==> src/rtl/psg_bus_sequencer.sv <==
// psg_bus_sequencer: round-robin arbiter for two write requesters driving a PSG BDIR/BC bus,
// skipping the address phase when the chip/register matches the last address written.
module psg_bus_sequencer #(
  parameter int PULSE = 2,
  parameter int GAP = 1
) (
  input  logic       CLK,
  input  logic       RESET,
  input  logic       a_req,
  input  logic       a_chip,
  input  logic [3:0] a_reg,
  input  logic [7:0] a_data,
  output logic       a_ack,
  input  logic       b_req,
  input  logic       b_chip,
  input  logic [3:0] b_reg,
  input  logic [7:0] b_data,
  output logic       b_ack,
  output logic       psg_sel,
  output logic       psg_bdir,
  output logic       psg_bc,
  output logic [7:0] psg_di,
  output logic       busy
);
  typedef enum logic [2:0] {IDLE, ADDR, GAP1, DATA, GAP2} state_t;
  localparam logic [3:0] P1 = 4'(PULSE - 1);
  localparam logic [3:0] G1 = 4'(GAP - 1);
  state_t state_q, state_d;
  logic [3:0] cnt_q, cnt_d;
  logic chip_q, chip_d;
  logic [3:0] reg_q, reg_d;
  logic [7:0] data_q, data_d;
  logic sh_v_q, sh_v_d, sh_chip_q, sh_chip_d;
  logic [3:0] sh_reg_q, sh_reg_d;
  logic last_b_q, last_b_d;
  logic a_ack_q, a_ack_d, b_ack_q, b_ack_d;
  logic bdir_q, bc_q, busy_q;
  logic [7:0] di_q, di_d;
  logic grant_b;
  always_comb begin
    state_d = state_q;
    cnt_d = cnt_q - 4'd1;
    chip_d = chip_q;
    reg_d = reg_q;
    data_d = data_q;
    sh_v_d = sh_v_q;
    sh_chip_d = sh_chip_q;
    sh_reg_d = sh_reg_q;
    last_b_d = last_b_q;
    a_ack_d = 1'b0;
    b_ack_d = 1'b0;
    grant_b = b_req & (~a_req | ~last_b_q);
    case (state_q)
      IDLE: if (a_req | b_req) begin
        chip_d = grant_b ? b_chip : a_chip;
        reg_d = grant_b ? b_reg : a_reg;
        data_d = grant_b ? b_data : a_data;
        a_ack_d = ~grant_b;
        b_ack_d = grant_b;
        last_b_d = grant_b;
        state_d = (sh_v_q && sh_chip_q == chip_d && sh_reg_q == reg_d) ? DATA : ADDR;
        cnt_d = P1;
      end
      ADDR: if (cnt_q == 4'd0) begin
        state_d = GAP1;
        cnt_d = G1;
        sh_v_d = 1'b1;
        sh_chip_d = chip_q;
        sh_reg_d = reg_q;
      end
      GAP1: if (cnt_q == 4'd0) begin
        state_d = DATA;
        cnt_d = P1;
      end
      DATA: if (cnt_q == 4'd0) begin
        state_d = GAP2;
        cnt_d = G1;
      end
      GAP2: if (cnt_q == 4'd0) state_d = IDLE;
      default: state_d = IDLE;
    endcase
    // bus data follows the phase being entered and holds through gaps and idle
    di_d = (state_d == ADDR) ? {4'b0000, reg_d} : (state_d == DATA) ? data_d : di_q;
  end
  always_ff @(posedge CLK) begin
    if (RESET) begin
      state_q <= IDLE;
      cnt_q <= 4'd0;
      chip_q <= 1'b0;
      reg_q <= 4'd0;
      data_q <= 8'd0;
      sh_v_q <= 1'b0;
      sh_chip_q <= 1'b0;
      sh_reg_q <= 4'd0;
      last_b_q <= 1'b1;
      a_ack_q <= 1'b0;
      b_ack_q <= 1'b0;
      bdir_q <= 1'b0;
      bc_q <= 1'b0;
      busy_q <= 1'b0;
      di_q <= 8'd0;
    end else begin
      state_q <= state_d;
      cnt_q <= cnt_d;
      chip_q <= chip_d;
      reg_q <= reg_d;
      data_q <= data_d;
      sh_v_q <= sh_v_d;
      sh_chip_q <= sh_chip_d;
      sh_reg_q <= sh_reg_d;
      last_b_q <= last_b_d;
      a_ack_q <= a_ack_d;
      b_ack_q <= b_ack_d;
      bdir_q <= state_d == ADDR || state_d == DATA;
      bc_q <= state_d == ADDR;
      busy_q <= state_d != IDLE;
      di_q <= di_d;
    end
  end
  assign a_ack = a_ack_q;
  assign b_ack = b_ack_q;
  assign psg_sel = chip_q;
  assign psg_bdir = bdir_q;
  assign psg_bc = bc_q;
  assign psg_di = di_q;
  assign busy = busy_q;
endmodule
==> config.mk <==
export PLATFORM = sky130hd
export DESIGN_NAME = psg_bus_sequencer
export DESIGN_NICKNAME = d
export VERILOG_FILES = /design/src/rtl/psg_bus_sequencer.sv
export SDC_FILE = /design/constraint.sdc
export NUM_CORES = 1
export LEC_CHECK = 0
export ABC_AREA = 1
export BUFFER_PORTS_ARGS = -buffer_cell sky130_fd_sc_hd__buf_4
export CAP_MARGIN = 20
export CELL_PAD_IN_SITES_DETAIL_PLACEMENT = 0
export CELL_PAD_IN_SITES_GLOBAL_PLACEMENT = 1
export CORE_MARGIN = 10
export CORE_UTILIZATION = 40
export CTS_BUF_LIST = sky130_fd_sc_hd__clkbuf_2 sky130_fd_sc_hd__clkbuf_4 sky130_fd_sc_hd__clkbuf_8
export DETAILED_ROUTE_END_ITERATION = 10
export PLACE_DENSITY_LB_ADDON = 0.1
export RECOVER_POWER = 100
export SETUP_SLACK_MARGIN = 0.4
export SYNTH_ARGS = -nofsm -noshare
export SYNTH_HDL_FRONTEND = slang
export SYNTH_SLANG_ARGS = --single-unit
==> constraint.sdc <==
create_clock -name CLK -period 1.7 [get_ports CLK]
set_input_delay 0.17 -clock CLK [delete_from_list [all_inputs] [get_ports CLK]]
set_output_delay 0.17 -clock CLK [all_outputs]
set_load 0.005 [all_outputs]
== Word-level counts from Yosys, hierarchy flattened ==
Cells that the tools add are included.
Word-level totals
  bits in registers: 40
  latch bits: 0
  RAM bits: 0
  memory bits (read-only): 0
  output and inout bits: 14
  memories: 0
Operators by class
  add/sub/neg operators: 1
  multiply operators: 0
  divide/modulo/power cells: 0
  magnitude comparators: 0
  equality and inequality tests: 8
  shift operators: 0
  muxes and demuxes: 20
  bitwise gates (word level): 8
  reductions and logical operators: 12
Operators with widths (number)
  $mux 4: 8
  $mux 8: 3
  $mux 3: 5
  $pmux 3 s5: 1
  $pmux 4 s3: 1
  $eq 3x2->1 const B: 3
  $eq 3x1->1 const B: 2
  $not 1->1: 5
  $eq 4x4->1: 1
  $logic_not 4->1: 1
  $reduce_and 2->1: 2
  $reduce_or 2->1: 2
  $sub 4x1->4 const B: 1
  $eq 3x3->1 const B: 1
  $logic_not 3->1: 1
  $reduce_bool 3->1: 1
  $reduce_or 3->1: 1
  $logic_and 1x1->1: 2
  $mux 2: 1
  $or 1x1->1: 2
  $reduce_bool 2->1: 1
  $and 1x1->1: 1
  $eq 1x1->1: 1
  $logic_or 1x1->1: 1
  $mux 1: 1

== Logic depth before layout (Yosys ltp) ==
Gate-level depths: netlist (run 1).
  depth after elaboration: 13
  mapped depth: 13
  mapped depth without buffers: 13

== Worst setup path after synthesis (run 1) ==
No wires, ideal clock.
  path kind: reg-to-reg
  start: register cnt_q[0]
  end: register di_q[7] (netlist: psg_di[7])
  arrival time: 1.446 ns
  required time: 1.583 ns
  path slack: 0.137 ns
  stages on the path, launching flop included: 12
  buffers on the path: 1
  cells stage by stage: dfxtp_1 -> inv_1 -> ha_1 -> nand2_1 -> inv_1 -> nand2_1 -> nand3_1 -> nand2_1 -> buf_2 -> nand3_1 -> o21ai_0 -> nor2_2
On the way
  word-level cells in the longest chain between the ends: 5
  elaborated cells between the ends (all ways): 9
  those cells by class: 2 x eq/ne; 5 x mux; 2 x reduce/logical
RTL lines
  start, declared: line 29  | logic [3:0] cnt_q, cnt_d;
  start signal, assigned: line 104  | cnt_q <= cnt_d;
  $logic_not 4->1 (*)
  $mux 3 (on tied branches)
  $pmux 3 s5 (*): line 53  | case (state_q)
  $eq 3x1->1: line 83  | di_d = (state_d == ADDR) ? {4'b0000, reg_d} : (state_d == DATA) ? data_d : di_q;
  $reduce_or 2->1 (no source line)
  end signal, assigned: line 117  | di_q <= di_d;
  end, declared: line 38  | logic [7:0] di_q, di_d;
Mark *: on every way between the ends. The rest lies on a longest branch, timed or not.
A chain may end at the register's enable or synchronous reset.

== Final worst setup path (run 1) ==
  start: register state_q[1]
  end: register di_q[6] (netlist: psg_di[6])
On the way
  word-level cells in the longest chain between the ends: 4
  elaborated cells between the ends (all ways): 15
  those cells by class: 6 x eq/ne; 7 x mux; 2 x reduce/logical
RTL lines
  start, declared: line 28  | state_t state_q, state_d;
  start signal, assigned: line 103  | state_q <= state_d;
  $eq 3x3->1 (tied with other cells): line 53
  $pmux 3 s5: line 53
  $eq 3x1->1: line 83
  $reduce_or 2->1 (no source line)
Several ways; a longest one is shown, not always the timed one.

==> out/metrics.cfg, run 1 <==
[run_status]
run_status=finished clean

[floorplan]
io_pins=44
fp-row-count=25
core_um2=4786
die_area_um2=8190
die_h_um=90.50
initial_core_util_pct=41.54
fp.dieW_um=90.50

[worst_setup_path]
path_class=register to register
slowest_delay_ns=0.36
r2r_cells=11
reg2reg_to=psg_di[6]$_SDFFE_PP0N_
ff2ff_setup_slack_ns=0.19
reg2reg_from=state_q[1]$_SDFF_PP0_
slowest_stage=dfxtp_1
setup.worst_path.start_class=register
cp_max_fo=8
critical_path.cell_chain=nor2_4 -> nand3_4 -> nor2_1 -> nand2_2 -> nor2_4 -> nand3_4 -> nand2_8 -> inv_4 -> nand2_4 -> nand2_4 -> a21oi_1
arrival_ns=1.75
setup.worst_path.end_class=register
required_ns=1.93

[placed_design]
place_congestion=0.8165
dp_cells=378
dp_hpwl_um=3903
io_buffers=43

[sta]
worstMarginPinSlew_ns=0.4380
rsz0062_at_grt=yes
setup_viol=0
clock_skew_ns=0.009513
drv_slew=0
fin_crit_ns=1.515
max_freq_mhz=660.1
hold_ws_ns=0.1174
hold_viol=0
tns_ns=0
finalCritPeriodShare_pct=89.11
slew_headroom_pct=70.80

[clock_network]
cts_root_buffer=clkbuf_8
cts_inserted_buffers=5
cts_htree_levels=2
clock_path_buffers=2
clk_latency_ns=0.29
path_clk_slew_ns=0.09
hold_buffers=0
cts_sinks=40
cts_tree=done

[logic_synthesis]
yosys.area_share.simple_pct=38.51
seq_area_frac_synth_pct=40.28
synth_compound_gate_area_share_pct=9.440
synth-seq-cells=40
ys_types=32
synth_area_leaders=dfxtp_1, nand2_1, nand3_1
synth_top_family_by_area=simple AND/OR/NAND/NOR gates
avgSynthCellArea_um2=7.391
syn_area_um2=1988
synth_fp_nets=300
synth_top_area_share_pct=40.28
synth_largest_area_cell=dfxtp_1
synth_warnings=0
synth-xor-area-share_pct=0.8811
synth-adder-area-share_pct=0.6293
synthMuxAreaShare_pct=0
netlist_instances=269

[cells_and_area]
final_nets=372
n_antenna_cell=0
n_fill_cell=478
area_growth_pct=42.10
final_common_cell=buf_4
final_cell_mix=buf_4, nand2_1, dfxtp_1
utilization_pct=59.03
stdcell_count=409
drive_gt1_share_pct=42.40

[routing]
antenna_left=0
firstDrtPassIters=4
vias=1951
drc=0
wl_um=5437
vias_per_cell=4.770
drt_iter0_markers=60
route.detailed.wl_per_inst_um=13.29

[power_and_ir_drop]
p_leak_nw=1.312
power_density_nw_per_um2=1676
irDropWorstVdd_mv=0.8324

[grt]
track_usage_pct=13.24
grt_pass1_wl_um=9018
antenna_found_initial=0
overflow=0
grt_max_degree=19
first_global_vias=2007

[run]
drv_cap=0

[min_path]
min_delay_worst_endpoint=data_q[3]$_SDFF_PP0_
hold_class=input pin to register
hold_start=a_data[3]
whs_path_depth=3

==> power by group <==
group / switching, mW / internal [mW] / total, mW / leakage (nW)
logic: 1.37 / 1.15 / 2.53 / 0.927
registers: 0.169 / 1.26 / 1.43 / 0.331
clock network: 0.348 / 0.435 / 0.783 / 0.0541
==> registers in the layout (all words and copies together) (netlist names) <==
signal / count
psg_bc: 1
sh_reg_q: 4
cnt_q: 4
state_q: 3
psg_di: 8
sh_v_q: 1
b_ack: 1
last_b_q: 1
psg_sel: 1
busy: 1
sh_chip_q: 1
a_ack: 1
reg_q: 4
psg_bdir: 1
data_q: 8
==> Yosys cell counts, drive strengths merged <==
cell type   n
nand2      68
nor3        3
ha          1
nand3b      2
nor2       28
nand4       3
a31oi       2
and2        4
o21ai      13
buf         5
o21a        2
dfxtp      40
inv        36
a21oi      15
xnor2       2
clkbuf      4
a32oi       1
or2         4
nand3      36
==> worst max-delay path, delay by kind of cell, from the launching register on <==
family,cells,cell delay (ns)
AO/OA/AOI/OAI,1,0.11
buffers and inverters,1,0.05
flip-flops,1,0.36
AND/OR/NAND/NOR,9,0.94
==> what timing repair did <==
action                     in CTS  in global routing
resized for setup              32                 20
cloned                          3                  0
pin swaps                      16                  2
setup buffers                  17                  3
setup endpoints to repair      25                 33
==> cells by family (layout without fill, tap and decap cells) <==
logic type      after synthesis  in the layout
simple gates                148            150
buf+inv                      45            116
flops                        40             40
compound gates               33             33
xor+xnor                      2              2
fa+ha+maj                     1              1
==> worst max path at each step <==
| stage | start | end | slack [ns] | cells after the start |
|---|---|---|---|---|
| after floorplan | state_q[1]$_SDFF_PP0_ | psg_di[4]$_SDFFE_PP0N_ | 0.31 | 11 |
| after global placement | last_b_q$_SDFFE_PP1P_ | psg_di[2]$_SDFFE_PP0P_ | 0.08 | 13 |
| after detailed placement | last_b_q$_SDFFE_PP1P_ | psg_di[2]$_SDFFE_PP0P_ | 0.06 | 13 |
| after CTS | last_b_q$_SDFFE_PP1P_ | psg_di[4]$_SDFFE_PP0N_ | 0.21 | 12 |
| after global routing | cnt_q[1]$_SDFF_PP0_ | sh_reg_q[3]$_SDFFE_PP0P_ | 0.05 | 8 |
| final | state_q[1]$_SDFF_PP0_ | psg_di[6]$_SDFFE_PP0N_ | 0.19 | 11 |
==> per-stage QoR <==
stage / area [um2] / power [mW] / worst slack, ns
2_1_floorplan: 2019 / 2.851 / 0.3056
3_3_place_gp: 2416 / 3.433 / 0.07648
3_5_place_dp: 2416 / 3.436 / 0.06466
4_1_cts: 2783 / 4.689 / 0.2055
5_1_grt: 2825 / 5.135 / 0.05286
6_report: 2825 / 4.735 / 0.1852
==> layer usage <==
layer	track usage, %	share of wire [%]	vias up
met5	0	0	-
li1	-	-	1003
met3	4.406	4.9	4
met2	23.44	52	35
met1	14.35	42	909
met4	4.509	0.88	0
==> cell type report <==
class,instances,area (um2),share of cell area [%]
sequential,40,812.0,28.74
timing repair buffer,72,530.5,18.78
inverter,36,151.4,5.359
clock inverter,3,42.54,1.506
multi-input combinational,186,1136,40.21
clock buffer,5,68.82,2.436
tap,67,83.83,2.967
No activity file was read; power rests on OpenSTA's default activity.
==> inputs of run 2 (changes only) <==
ABC_AREA = unset   (was 1)
==> out/metrics.cfg, run 2 <==
[clock_network]
cts_root_buffer=clkbuf_8
cts_tree=done
clk_latency_ns=0.30  ; about the same
cts_sinks=40  ; unchanged
cts_htree_levels=2  ; unchanged
hold_buffers=0  ; unchanged
path_clk_slew_ns=0.08  ; about the same
clock_path_buffers=2  ; unchanged
cts_inserted_buffers=5  ; unchanged

[floorplan]
io_pins=44  ; unchanged
fp.dieW_um=86.98  ; -3.9%
core_um2=4354  ; -9.0%
initial_core_util_pct=41.21  ; -0.34 points
die_h_um=86.98  ; -3.9%
die_area_um2=7565  ; -7.6%
fp-row-count=24  ; -4.0%

[routing]
vias_per_cell=5.087  ; +6.6%
antenna_left=0  ; unchanged
route.detailed.wl_per_inst_um=15.42  ; +16%
vias=1816  ; -6.9%
wl_um=5504  ; +1.2%
firstDrtPassIters=4  ; unchanged
drt_iter0_markers=54  ; -10%
drc=0  ; unchanged

[logic_synthesis]
synth_compound_gate_area_share_pct=17.78  ; +8.3 points
synth_commonest_cells=dfxtp_1, nor2_1, nand2_1
synth-edff-count=0  ; unchanged
avgSynthCellArea_um2=8.230  ; +11%
synth_area_leaders=dfxtp_1, a21oi_1, mux2i_1
synthMuxAreaShare_pct=6.695  ; +6.7 points
synth_flop_cell=dfxtp_1
synth_warnings=0  ; unchanged
syn_area_um2=1794  ; -9.8%
synth-seq-cells=40  ; unchanged
yosysMostFrequentCell=dfxtp_1
ys_types=36  ; +13%
synth_fp_nets=249  ; -17%
yosys.area_share.simple_pct=22.11  ; -16 points
synth_top_family_by_area=simple AND/OR/NAND/NOR gates
seq_area_frac_synth_pct=44.63  ; +4.4 points
synth-xor-area-share_pct=2.929  ; +2.0 points
async_flop_share_pct=0  ; unchanged
synth_largest_area_cell=dfxtp_1
synth-adder-area-share_pct=0.6974  ; +0.068 points
synth_top_area_share_pct=44.63  ; +4.4 points
netlist_instances=218  ; -19%

[sta]
drv_slew=0  ; unchanged
setup_viol=19  ; +19
slew_headroom_pct=67.32  ; -3.5 points
max_freq_mhz=473.4  ; -28%
rsz0062_at_grt=yes
hold_viol=0  ; unchanged
worstMarginPinSlew_ns=0.4901  ; +0.05219 ns
clock_skew_ns=0.005712  ; -0.003801 ns
fin_crit_ns=2.112  ; +0.5975 ns
setup_ws_ns=-0.4123  ; -0.5975 ns
finalCritPeriodShare_pct=124.3  ; +35 points

[cells_and_area]
n_fill_cell=378  ; -21%
area_growth_pct=63.88
multiInputGateArea_um2=1156  ; +1.8%
drive_gt1_share_pct=48.52  ; +6.1 points
post-route-cell-area_um2=2940  ; +4.1%
final_common_cell=buf_4
final_nets=335  ; -9.9%
seqCellArea_um2=809.5  ; -0.31%
stdcell_count=357  ; -13%
n_antenna_cell=0  ; unchanged
final_cell_mix=buf_4, dfxtp_1, nand2_1

[grt]
grt_max_degree=29  ; +10
grt_pass1_wl_um=8852  ; -1.8%
track_usage_pct=14.47  ; +1.2 points
overflow=0  ; unchanged
first_global_vias=1868  ; -6.9%
antenna_found_initial=0  ; unchanged

[power_and_ir_drop]
irDropWorstVdd_mv=0.6978  ; -16%
p_leak_nw=1.289  ; -1.7%
power_density_nw_per_um2=1541  ; -8.1%

[worst_setup_path]
required_ns=1.93  ; about the same
r2r_cells=9  ; -2
arrival_ns=2.35  ; +0.60 ns
cp_max_fo=3  ; -5
ff2ff_setup_slack_ns=-0.41  ; -0.60 ns
setup.worst_path.start_class=register
reg2reg_to=psg_di[7]$_SDFFE_PP0N_
reg2reg_from=cnt_q[1]$_SDFF_PP0_
path_class=register to register
setup.worst_path.end_class=register

[min_path]
whs_path_depth=3  ; unchanged
hold_start=b_data[3]
hold_class=input pin to register
min_delay_worst_endpoint=data_q[3]$_SDFF_PP0_

[placed_design]
dp_hpwl_um=3680  ; -5.7%
dp_cells=338  ; -11%
place_congestion=0.8001  ; -2.0%
io_buffers=43  ; unchanged
postPlaceCellArea_um2=2431  ; +0.62%

[run_status]
violations=setup timing
run_status=finished with violations

[run]
drv_cap=0  ; unchanged

[run 2: cell count changes in the layout (fill, tap and decap cells not counted), moves of 6 or more]
| cell | previous run | this run |
|---|---|---|
| or3_1 | 0 | 6 |
| buf_6 | 4 | 14 |
| inv_1 | 26 | 6 |
| nand3_2 | 7 | 0 |
| buf_4 | 48 | 58 |
| nand3_1 | 27 | 0 |
| mux2i_1 | 0 | 11 |
| nand2_1 | 45 | 24 |
| nand2_2 | 15 | 0 |
[run 2: how the worst max path moves through the flow]
stage,from,endpoint,slack [ns],cells past startpoint
finish,cnt_q[1]$_SDFF_PP0_,psg_di[7]$_SDFFE_PP0N_,-0.41,9
global route,cnt_q[1]$_SDFF_PP0_,psg_di[7]$_SDFFE_PP0N_,-0.51,9
CTS,cnt_q[1]$_SDFF_PP0_,psg_di[7]$_SDFFE_PP0N_,-0.41,9
detailed placement,cnt_q[1]$_SDFF_PP0_,psg_di[1]$_SDFFE_PP0P_,-0.44,10
global placement,cnt_q[1]$_SDFF_PP0_,psg_di[5]$_SDFFE_PP0N_,-0.37,9
floorplan,cnt_q[1]$_SDFF_PP0_,psg_di[5]$_SDFFE_PP0N_,-0.41,10
[run 2: cell families after synthesis]
kind of cell / count (synthesis)
AO/OA/AOI/OAI: 52
XOR/XNOR: 6
adder cells (fa/ha/maj): 1
buffers and inverters: 22
flip-flops: 40
multiplexers: 12
AND/OR/NAND/NOR: 85
[run 2: per-stage QoR]
stage               util, %  power [mW]  setup WS, ns  setup TNS, ns  hold WS [ns]
floorplan                 -       2.321       -0.4051         -4.124        0.3290
global placement      55.83       3.061       -0.3737         -5.226        0.4463
detailed placement    55.83       3.093       -0.4374         -5.963        0.4469
CTS                   63.28       4.185       -0.4116         -4.444        0.1642
global route          67.53       4.845       -0.5126         -6.596        0.1765
finish                67.53       4.531       -0.4123         -4.150        0.1666
[run 2: repair_timing]
| item | in CTS | in global routing |
|---|---|---|
| pin swaps | 15 | 11 |
| setup buffers | 5 | 4 |
| endpoints found under the hold margin | 0 | 0 |
| gates resized for setup | 44 | 43 |
| endpoints found under the setup margin | 34 | 37 |
| gates cloned | 1 | 1 |
[run 2: per-layer routing]
metal	global-route usage, %	share of wire (%)	vias to the layer above
met2	25.18	53	37
met3	4.588	3.9	4
met4	4.124	0.64	0
met5	0	0	-
li1	-	-	921
met1	16.42	43	854
[run 2: cell type report]
type                    count  share of cell area (%)
clock buffers               6                   2.596
clock inverters             2                   1.191
inverters                   8                   1.021
multi-input cells         156                   39.32
flip-flops and latches     40                   27.53
well taps                  52                   2.213
repair buffers             93                   26.13
[run 2: critical path, cell delays in order, from the launching register on]
cell     delay, ns
dfxtp_2       0.33
inv_2         0.06
ha_4          0.13
or3b_4        0.37
or3_4         0.38
a21oi_4       0.15
a31oi_4       0.06
buf_6         0.15
or3_1         0.31
a21oi_1       0.12
[run 2: power breakdown]
| part | switching (mW) | internal, mW |
|---|---|---|
| registers | 0.156 | 1.20 |
| clock network | 0.344 | 0.452 |
| logic | 1.12 | 1.26 |
